[src/rtl/cpu_pkg.sv]
// rtl/cpu_pkg.sv - shared fetch state encodings and length-field constants
//
// Holds the instruction fetch FSM states and the byte0[7:6] length-field
// codes shared by the fetch unit and the decoder stage.
package cpu_pkg;

    typedef enum logic [2:0] {
        IDLE  = 3'd0,
        BYTE0 = 3'd1,
        BYTE1 = 3'd2,
        BYTE2 = 3'd3,
        HOLD  = 3'd4
    } fetch_state_e;

    localparam logic [1:0] LEN_FIELD_3B = 2'b11;
    localparam logic [1:0] LEN_FIELD_2B = 2'b10;

endpackage

[src/rtl/cpu_ilen_decode.sv]
// rtl/cpu_ilen_decode.sv - combinational byte0 to instruction length decoder
//
// Ports:
//   byte0_i : first instruction byte
//   len_o   : instruction length in bytes (1, 2 or 3)
module cpu_ilen_decode
    import cpu_pkg::*;
(
    input  logic [7:0] byte0_i,
    output logic [1:0] len_o
);

    always_comb begin
        case (byte0_i[7:6])
            LEN_FIELD_3B: len_o = 2'd3;
            LEN_FIELD_2B: len_o = 2'd2;
            default:      len_o = 2'd1;
        endcase
    end

endmodule

[src/rtl/cpu_ifetch.sv]
// rtl/cpu_ifetch.sv - instruction fetch unit assembling 1-3 byte instructions
//
// Ports:
//   clk, reset            : clock, asynchronous active-high reset
//   ifetch_en             : permission to issue new memory reads
//   pc_reset              : soft restart to RESET_VEC (through IDLE)
//   pc_branch, branch_target : redirect fetch to branch_target
//   mem_rd_en, mem_addr   : combinational read request to instruction memory
//   mem_rdata             : read data, one cycle after mem_rd_en
//   instr, instr_len, instr_pc, instr_valid : registered instruction to decoder
//   instr_ack             : decoder consumes the instruction
module cpu_ifetch
    import cpu_pkg::*;
#(
    parameter int                ADDR_W    = 12,
    parameter logic [ADDR_W-1:0] RESET_VEC = '0
) (
    input  logic              clk,
    input  logic              reset,
    input  logic              ifetch_en,
    input  logic              pc_reset,
    input  logic              pc_branch,
    input  logic [ADDR_W-1:0] branch_target,
    output logic              mem_rd_en,
    output logic [ADDR_W-1:0] mem_addr,
    input  logic [7:0]        mem_rdata,
    output logic [23:0]       instr,
    output logic [1:0]        instr_len,
    output logic [ADDR_W-1:0] instr_pc,
    output logic              instr_valid,
    input  logic              instr_ack
);

    fetch_state_e      state_q, state_d;
    logic [ADDR_W-1:0] pc_q, pc_d;
    logic              rd_pending_q, rd_pending_d;
    // Slot (1 or 2) that the next return in BYTE2 fills.
    logic [1:0]        idx_q, idx_d;
    logic [23:0]       instr_q, instr_d;
    logic [1:0]        len_q, len_d;
    logic [ADDR_W-1:0] ipc_q, ipc_d;
    logic              valid_q, valid_d;
    logic              rd_en;
    logic [1:0]        rdata_len;

    // Length of the byte arriving now; only meaningful in BYTE1.
    cpu_ilen_decode u_len (
        .byte0_i (mem_rdata),
        .len_o   (rdata_len)
    );

    // Read issue: BYTE1 receives byte0 and may chain the byte1 read in the
    // same cycle; BYTE2 either issues a stalled read or chains the next one.
    always_comb begin
        rd_en = 1'b0;
        case (state_q)
            BYTE0:   rd_en = ifetch_en;
            BYTE1:   rd_en = ifetch_en && (rdata_len != 2'd1);
            BYTE2:   rd_en = ifetch_en && (!rd_pending_q || ((idx_q + 2'd1) < len_q));
            HOLD:    rd_en = ifetch_en && valid_q && instr_ack;
            default: rd_en = 1'b0;
        endcase
        if (pc_reset || pc_branch) begin
            rd_en = 1'b0;
        end
    end

    always_comb begin
        state_d      = state_q;
        pc_d         = rd_en ? (pc_q + ADDR_W'(1)) : pc_q;
        rd_pending_d = rd_pending_q;
        idx_d        = idx_q;
        instr_d      = instr_q;
        len_d        = len_q;
        ipc_d        = ipc_q;
        valid_d      = valid_q;

        case (state_q)
            IDLE: begin
                state_d      = BYTE0;
                rd_pending_d = 1'b0;
            end
            BYTE0: begin
                if (rd_en) begin
                    state_d      = BYTE1;
                    rd_pending_d = 1'b1;
                    ipc_d        = pc_q;
                end
            end
            BYTE1: begin
                // A byte0 read is always outstanding in this state.
                instr_d = {mem_rdata, 16'h0000};
                len_d   = rdata_len;
                idx_d   = 2'd1;
                if (rdata_len == 2'd1) begin
                    state_d      = HOLD;
                    valid_d      = 1'b1;
                    rd_pending_d = 1'b0;
                end else begin
                    state_d      = BYTE2;
                    rd_pending_d = rd_en;
                end
            end
            BYTE2: begin
                if (rd_pending_q) begin
                    if (idx_q == 2'd1) begin
                        instr_d[15:8] = mem_rdata;
                    end else begin
                        instr_d[7:0] = mem_rdata;
                    end
                    if ((idx_q + 2'd1) == len_q) begin
                        state_d      = HOLD;
                        valid_d      = 1'b1;
                        rd_pending_d = 1'b0;
                    end else begin
                        idx_d        = idx_q + 2'd1;
                        rd_pending_d = rd_en;
                    end
                end else begin
                    rd_pending_d = rd_en;
                end
            end
            HOLD: begin
                if (valid_q && instr_ack) begin
                    valid_d = 1'b0;
                    if (rd_en) begin
                        state_d      = BYTE1;
                        rd_pending_d = 1'b1;
                        ipc_d        = pc_q;
                    end else begin
                        state_d = BYTE0;
                    end
                end
            end
            default: state_d = IDLE;
        endcase

        // Redirects discard any return arriving this cycle.
        if (pc_reset) begin
            state_d      = IDLE;
            pc_d         = RESET_VEC;
            rd_pending_d = 1'b0;
            valid_d      = 1'b0;
            instr_d      = instr_q;
            len_d        = len_q;
            idx_d        = idx_q;
            ipc_d        = ipc_q;
        end else if (pc_branch && (state_q != IDLE)) begin
            state_d      = BYTE0;
            pc_d         = branch_target;
            rd_pending_d = 1'b0;
            valid_d      = 1'b0;
            instr_d      = instr_q;
            len_d        = len_q;
            idx_d        = idx_q;
            ipc_d        = ipc_q;
        end
    end

    always_ff @(posedge clk or posedge reset) begin
        if (reset) begin
            state_q      <= IDLE;
            pc_q         <= RESET_VEC;
            rd_pending_q <= 1'b0;
            idx_q        <= 2'd0;
            instr_q      <= 24'h000000;
            len_q        <= 2'd1;
            ipc_q        <= RESET_VEC;
            valid_q      <= 1'b0;
        end else begin
            state_q      <= state_d;
            pc_q         <= pc_d;
            rd_pending_q <= rd_pending_d;
            idx_q        <= idx_d;
            instr_q      <= instr_d;
            len_q        <= len_d;
            ipc_q        <= ipc_d;
            valid_q      <= valid_d;
        end
    end

    assign mem_rd_en   = rd_en;
    assign mem_addr    = pc_q;
    assign instr       = instr_q;
    assign instr_len   = len_q;
    assign instr_pc    = ipc_q;
    assign instr_valid = valid_q;

endmodule

[config.mk]
export PLATFORM = sky130hd
export DESIGN_NAME = cpu_ifetch
export DESIGN_NICKNAME = d
export VERILOG_FILES = /design/src/rtl/cpu_pkg.sv /design/src/rtl/cpu_ilen_decode.sv /design/src/rtl/cpu_ifetch.sv
export SDC_FILE = /design/constraint.sdc
export NUM_CORES = 1
export LEC_CHECK = 0
export CAP_MARGIN = 30
export CORE_MARGIN = 5
export CORE_UTILIZATION = 50
export DETAILED_ROUTE_END_ITERATION = 10
export HOLD_SLACK_MARGIN = 0.02
export PLACE_DENSITY = 0.82
export SLEW_MARGIN = 0
export SYNTH_ARGS = -nofsm -noshare
export SYNTH_HDL_FRONTEND = slang
export SYNTH_HIERARCHICAL = 1
export SYNTH_SLANG_ARGS = --single-unit
export TNS_END_PERCENT = 100
[constraint.sdc]
create_clock -name clk -period 4.4 [get_ports clk]
set_input_delay 1.32 -clock clk [delete_from_list [all_inputs] [get_ports clk]]
set_output_delay 1.32 -clock clk [all_outputs]
set_load 0.02 [all_outputs]
==> results of run 1 <==
## synth_stat cells, drive strengths merged (2+ instances only)
cell type | instances | share of area (%)
a2111o | 2 | 0.77
a211oi | 4 | 1.2
a21o | 2 | 0.52
a21oi | 16 | 2.7
a22oi | 3 | 0.77
buf | 9 | 2.0
clkbuf | 9 | 1.2
dfrtp | 56 | 48
ha | 4 | 1.7
inv | 17 | 2.2
mux2 | 23 | 8.9
nand2 | 40 | 5.2
nand2b | 4 | 0.86
nand3 | 16 | 2.7
nand4 | 2 | 0.43
nand4b | 2 | 1.1
nor2 | 12 | 1.5
nor2b | 3 | 0.64
nor3 | 12 | 2.2
nor3b | 3 | 1.3
nor4 | 3 | 0.64
o21ai | 30 | 5.2
o22ai | 4 | 0.86
o311ai | 7 | 2.1
o31a | 2 | 0.60
or2 | 4 | 0.86
or3 | 2 | 0.43
## power by group through the flow
| stage | clock network (mW) | registers (mW) | logic, mW |
|---|---|---|---|
| 2_1_floorplan | 0 | 0.787 | 0.212 |
| 3_3_place_gp | 0 | 0.696 | 0.553 |
| 3_5_place_dp | 0 | 0.701 | 0.569 |
| 4_1_cts | 0.609 | 0.692 | 0.570 |
| 5_1_grt | 0.636 | 0.708 | 0.612 |
| 6_report | 0.597 | 0.692 | 0.566 |
## routing by layer
layer / wire [µm] / up-vias
li1: - / 1233
met1: 3040 / 1258
met2: 3750 / 123
met3: 564 / 17
met4: 152 / 0
met5: 0 / -
## cell families (layout without fill, tap and decap cells)
family                     Yosys count  in the layout  synth area share, %
and+or+nand+nor                    106            106                 18.9
AOI/OAI and AO/OA                   73             73                 15.8
DFF                                 57             57                 49.0
buffers and inverters               35            125                 5.33
muxes                               23             23                 8.89
adders and majority gates            4              4                 1.72
xor gates and xnor gates             1              1                0.301
## through the flow
step	power [mW]	hold WS, ns
floorplan	1.00	0.449
global placement	1.25	0.463
detailed placement	1.27	0.475
CTS	1.87	0.490
global route	1.96	0.515
finish	1.86	0.482
## critical path, cell delays in order
cell and delay (ns):
clkdlybuf4s50_1 0.56, nand2b_4 0.17, a31o_1 0.17, a211oi_2 0.06
or2_2 0.29, inv_1 0.08, dlygate4sd2_1 0.33
## cell type report
| type | instances | area share [%] |
|---|---|---|
| clock inverters | 5 | 2.53 |
| well taps | 72 | 2.22 |
| flip-flops and latches | 57 | 35.2 |
| clock buffers | 11 | 3.49 |
| repair buffers | 92 | 21.7 |
| multi-input cells | 207 | 33.2 |
| inverters | 17 | 1.58 |
## sequential cells by signal, indices dropped and copies added (netlist names)
signal	flops
idx_q	2
instr	24
instr_len	2
instr_pc	12
instr_valid	1
mem_addr	12
rd_pending_q	1
state_q	3
## cells in the final DEF (no fill, tap or decap), types with 4 or more instances in the layout
| cell | instances |
|---|---|
| nand3_1 | 16 |
| clkbuf_8 | 10 |
| a21oi_1 | 16 |
| mux2_2 | 23 |
| o21ai_0 | 22 |
| o21ai_1 | 8 |
| inv_1 | 16 |
| nor3_1 | 11 |
| buf_4 | 15 |
| o311ai_0 | 7 |
| clkdlybuf4s50_1 | 75 |
| nor2_1 | 12 |
| ha_1 | 4 |
| dfrtp_1 | 56 |
| nand2_1 | 40 |
| o22ai_1 | 4 |
## how the worst max path moves through the flow
stage,startpoint,to,depth (start not counted)
floorplan,mem_rdata[7],mem_rd_en,6
global placement,mem_rdata[6],mem_rd_en,8
detailed placement,mem_rdata[6],mem_rd_en,8
CTS,mem_rdata[7],mem_rd_en,7
global route,mem_rdata[7],mem_rd_en,8
finish,mem_rdata[7],mem_rd_en,7
==> summary.txt, run 1 <==
Clocking
  – Clock tree sinks: 57
  – Setup Fix Bufs, Post-CTS: 0
  – CTS tree: yes
  – Clock buffer count from CTS: 9
  – Worst-path clk slew: ~0.060 ns
  – Max Buffers Root-to-Sink: 2
  – Cts hold-fix bufs: 0
  – Worst skew pair latency: 0.33 ns
  – Post-CTS sizing: 3
  – Clock Root Buffer: clkbuf_8
  – Max H-tree Level: 3

Logic synthesis
  – YS warnings: 6
  – Yosys reg bits: 57
  – Async S/R FF share, synth: 100%
  – Number of synthesized flops with an enable pin: 0
  – Cell count after synthesis: 299
  – Main flop type after synthesis: dfrtp_1
  – Synthesized area per cell: 9.74 µm²
  – Sequential share of the synthesized area: between 40% and 50%
  – Syn_nets: about 330
  – Synth cell types: 45
  – Post-synthesis cell area: 2910 µm²

Pwr
  – Power density over the cells: around 460 nW/µm²
  – VDD IR max: around 0.26 mV
  – Logic pwr share: 30.5%
  – Clock power share: about 32%
  – Switching power total: about 0.57 mW
  – Int Pwr: about 1.3 mW
  – Static Leakage: 1.73 nW
  – Net Sw Frac: 30.6%
  – Share of power burned in registers: between 30% and 40%

Cells and area
  – Register Area: 1430 µm²
  – Layout cell share with drive strength beyond 1: between 15 and 20%
  – Multi-input logic area: 1350 µm²
  – Layout Nets: about 410
  – P&R area growth vs syn: 39.1%
  – Fin cells: about 460
  – FILL cells: slightly above 400
  – Fin util: just over 70%
  – Finished layout cell area: slightly above 4000 µm²
  – Ant. Diodes: 0

Min path
  – Start point of the worst hold path: idx_q[1]
  – Min-Delay Endpoint: idx_q[1]
  – Hold Path Class: register to register
  – Hold depth: 2

Timing
  – Slew Viols, Final: 0
  – Post-route clock period utilization: between 90 and 100%
  – RSZ-0062 raised after global routing: no
  – Worst Skew: between 0.01 and 0.015 ns
  – TNS Setup: 0 ns
  – Hold Fails Final Rpt: 0
  – Tmin final: 4.31 ns
  – Setup WS post-layout: slightly above 0.09 ns
  – Setup Viol. Count Final: 0
  – Worst-Margin Slew: around 0.84 ns
  – Max Fclk: 0.232 GHz
  – Relative slew slack: roughly 44%

Outcome
  – Status: complete, no violations

Global route
  – Initial antenna violation count: 0
  – Grt ovf: 0
  – Number of global-route vias before repair: ~2700
  – First-pass GRT wire length: about 13000 µm
  – Busiest grt layer: met2
  – Routing usage on met1: 27.0%
  – Largest net degree at the start of global routing: 31
  – GR Util met2: approximately 35%
  – Grt met3 use: 5.42%
  – Total track usage: 21.6%

Drt
  – DR vias/cell: between 5 and 6
  – DR pass1 iterations: 4
  – Vias: 2631
  – DR DRC count: 0
  – Routed len/inst: approximately 16 µm
  – DR iter-0 viols: 120
  – Final WL: between 7000 and 8000 µm
  – Post-route ant nets: 0

Placement
  – Final Wtd Congestion: between 0.8 and 0.9
  – Placed cell areas: 3790 µm²
  – Pre-CTS WS: -0.241 ns
  – PortBufs: 77
  – Final HPWL from detailed placement: ~5400 µm
  – Dpl cells: 445

Floorplan
  – Die area: approximately 7500 µm²
  – I/O pin count: 78
  – Initial core utilization: between 50% and 60%
  – Core area: roughly 5600 µm²
  – Die Y: approximately 86 µm
  – FP Rows: 27
  – Die X: ~86 µm

Worst setup path
  – FF-to-FF path depth: 9
  – R2r endpoint: mem_addr[7]
  – Arr. time, crit path: ~3 ns
  – Kind of critical path: primary input to primary output
  – R2r setup slk: 1.82 ns
  – FF-to-FF Start: idx_q[0]
  – Worst setup SP type: primary input
  – Worst Setup End Kind: primary output
  – Critical Path Fanout Max: 3
  – Required time of the critical path: roughly 3.1 ns

Run
  – Maxcap violations: 0
Power figures use the tool's default switching activity.
==> inputs of run 2 (changes only) <==
--- a/config.mk
+++ b/config.mk
@@ -11,7 +11,7 @@
 export DETAILED_ROUTE_END_ITERATION = 10
 export HOLD_SLACK_MARGIN = 0.02
 export PLACE_DENSITY = 0.82
-export SLEW_MARGIN = 0
+export SLEW_MARGIN = 10
 export SYNTH_ARGS = -nofsm -noshare
 export SYNTH_HDL_FRONTEND = slang
 export SYNTH_HIERARCHICAL = 1
==> results of run 2 <==
Final layout, timing and power as in run 1 (identical DEF).
==> patch: new RTL, settings of run 2 <==
`instr_q` no longer has a reset.
--- a/src/rtl/cpu_ifetch.sv
+++ b/src/rtl/cpu_ifetch.sv
@@ -163,7 +163,6 @@
             pc_q         <= RESET_VEC;
             rd_pending_q <= 1'b0;
             idx_q        <= 2'd0;
-            instr_q      <= 24'h000000;
             len_q        <= 2'd1;
             ipc_q        <= RESET_VEC;
             valid_q      <= 1'b0;
@@ -172,11 +171,14 @@
             pc_q         <= pc_d;
             rd_pending_q <= rd_pending_d;
             idx_q        <= idx_d;
-            instr_q      <= instr_d;
             len_q        <= len_d;
             ipc_q        <= ipc_d;
             valid_q      <= valid_d;
         end
+    end
+
+    always_ff @(posedge clk) begin
+        instr_q <= instr_d;
     end
 
     assign mem_rd_en   = rd_en;
Function: differs if reset is asserted again (counterexample within 4 cycles, from zero or initial values and one cycle with reset high); with reset held inactive, the same outputs for 4 cycles.
==> patch against run 2 <==
Register-to-register slack worse by 110 ps. Combinational power is 27% higher. Synthesized cell count is 17% lower. Global-route usage is 3.2 points lower. Die area is 3.9% lower. Largest cell class unchanged. Maximum frequency is 0.67% higher. Synthesized area is 4.4% lower. Design area is 5.3% lower. Worst setup slack better by 29 ps. Routed wire length is 15% lower. Total power is 8.3% higher. Highest routed layer unchanged. Sequential cell count stayed put.
==> patch: results <==
[synth]
synth_area_leaders = "dfrtp_1 (29%), edfxtp_1 (26%), mux2_2 (4.0%)"
synth_edf_count = 24
synth_common_cells = "dfrtp_1 (32), edfxtp_1 (24), nand2_1 (22), nor2_1 (22), and2_1 (12)"
ys_seq_area_frac = 0.556
synth_nets = 277
yosysWarnings = 6
ys_async_sr_fraction = 0.579
ys_types = 48

[clocking]
clock_latency_ps = 330
clockBufferDepth = 2
cts_buffers = 9
clockRootBuffer = "clkbuf_8"
clk_pin_slew_ps = 60
cts-htree-levels = 3

[route]
drtIter0Drc = 121
first_pass_iters = 4
vias = 2214
wl_per_cell_um = 15.8

[pwr]
ir_drop_mv = 0.385
p_leak_nw = 1.49

[layout]
drive_gt1_frac = 0.127
fillers = 400
fin_nets = 356
largest_register_ffs = 24
antennaDiodeCount = 0

[status]
outcome = "finished, final reports clean"

[placement]
place_area_sq_um = 3610
port_buffers = 77
routabilityCongestion = 0.832
hpwl_mm = 4.46

[global_routing]
grt_use_total = 0.185
grt_pass1_wl_mm = 10.6
grt_max_degree = 24
antenna_found_initial = 0

[critical_path]
crit_fanout = 3
cp.arrival_ps = 2960

[sta]
hold_violations = 0
clock_skew_ps = 6.65
worst_slew_pin_slew_ps = 784

[hold_path]
hold_path.class = "register to register"
## patch: cells by family (layout without fill, tap and decap cells)
kind of cell	count (synthesis)	after routing	synth area share
adder cells (fa/ha/maj)	4	4	0.0180
buffers and inverters	22	106	0.0391
flip-flops	57	57	0.556
AO/OA/AOI/OAI	49	49	0.130
AND/OR/NAND/NOR	101	101	0.200
multiplexers	14	14	0.0566
## patch: worst paths after layout
path / end / from / slack, ps / cells past startpoint
max reg2reg: mem_addr[4] / idx_q[0] / 1710 / 9
max: mem_rd_en / mem_rdata[6] / 120 / 7
min in group asynchronous: mem_addr[5] / reset / 1390 / 2
min reg2reg: idx_q[1] / idx_q[1] / 480 / 2
max in group asynchronous: instr_len[0] / reset / 2260 / 3
min: idx_q[1] / idx_q[1] / 480 / 2
## patch: power breakdown
group          switching [mW]  internal, mW  leakage (nW)
Clock                   0.210         0.316         0.106
Combinational           0.368         0.347         0.713
Sequential              0.102         0.666         0.667
## patch: routing by layer
layer	wire length [um]	vias up	GRT usage
met4	102	0	0.0532
met3	432	12	0.0608
li1	-	1077	-
met1	2840	1042	0.237
met5	0	-	0
met2	3000	83	0.298
## patch: repair_timing
action	in CTS	in global routing
setup buffers	0	0
gates cloned	0	0
resized for setup	2	1
setup endpoints to repair	1	1
## patch: final cells by class
type                       count  area (sq um)  share of cell area
tap                           72          90.1              0.0235
timing repair buffer          85           830               0.216
multi-input combinational    168          1140               0.297
inverter                       5          18.8             0.00489
sequential                    57          1550               0.403
clock inverter                 6          82.6              0.0215
clock buffer                  10           128              0.0333
## patch: worst max-delay path, stage by stage
cell             delay (ps)
clkdlybuf4s50_1         480
nand2b_1                120
nor2b_2                 210
o21bai_4                100
a221oi_4                310
nor2_1                   80
dlygate4sd2_1           330
## patch: through the flow
step	total power [mW]	setup slack, ps	cells
final	2.01	119	403
after detailed placement	1.48	-193	387
after global placement	1.47	-190	387
after global routing	2.13	17.8	403
after floorplan	1.21	594	247
after CTS	2.01	86.3	403
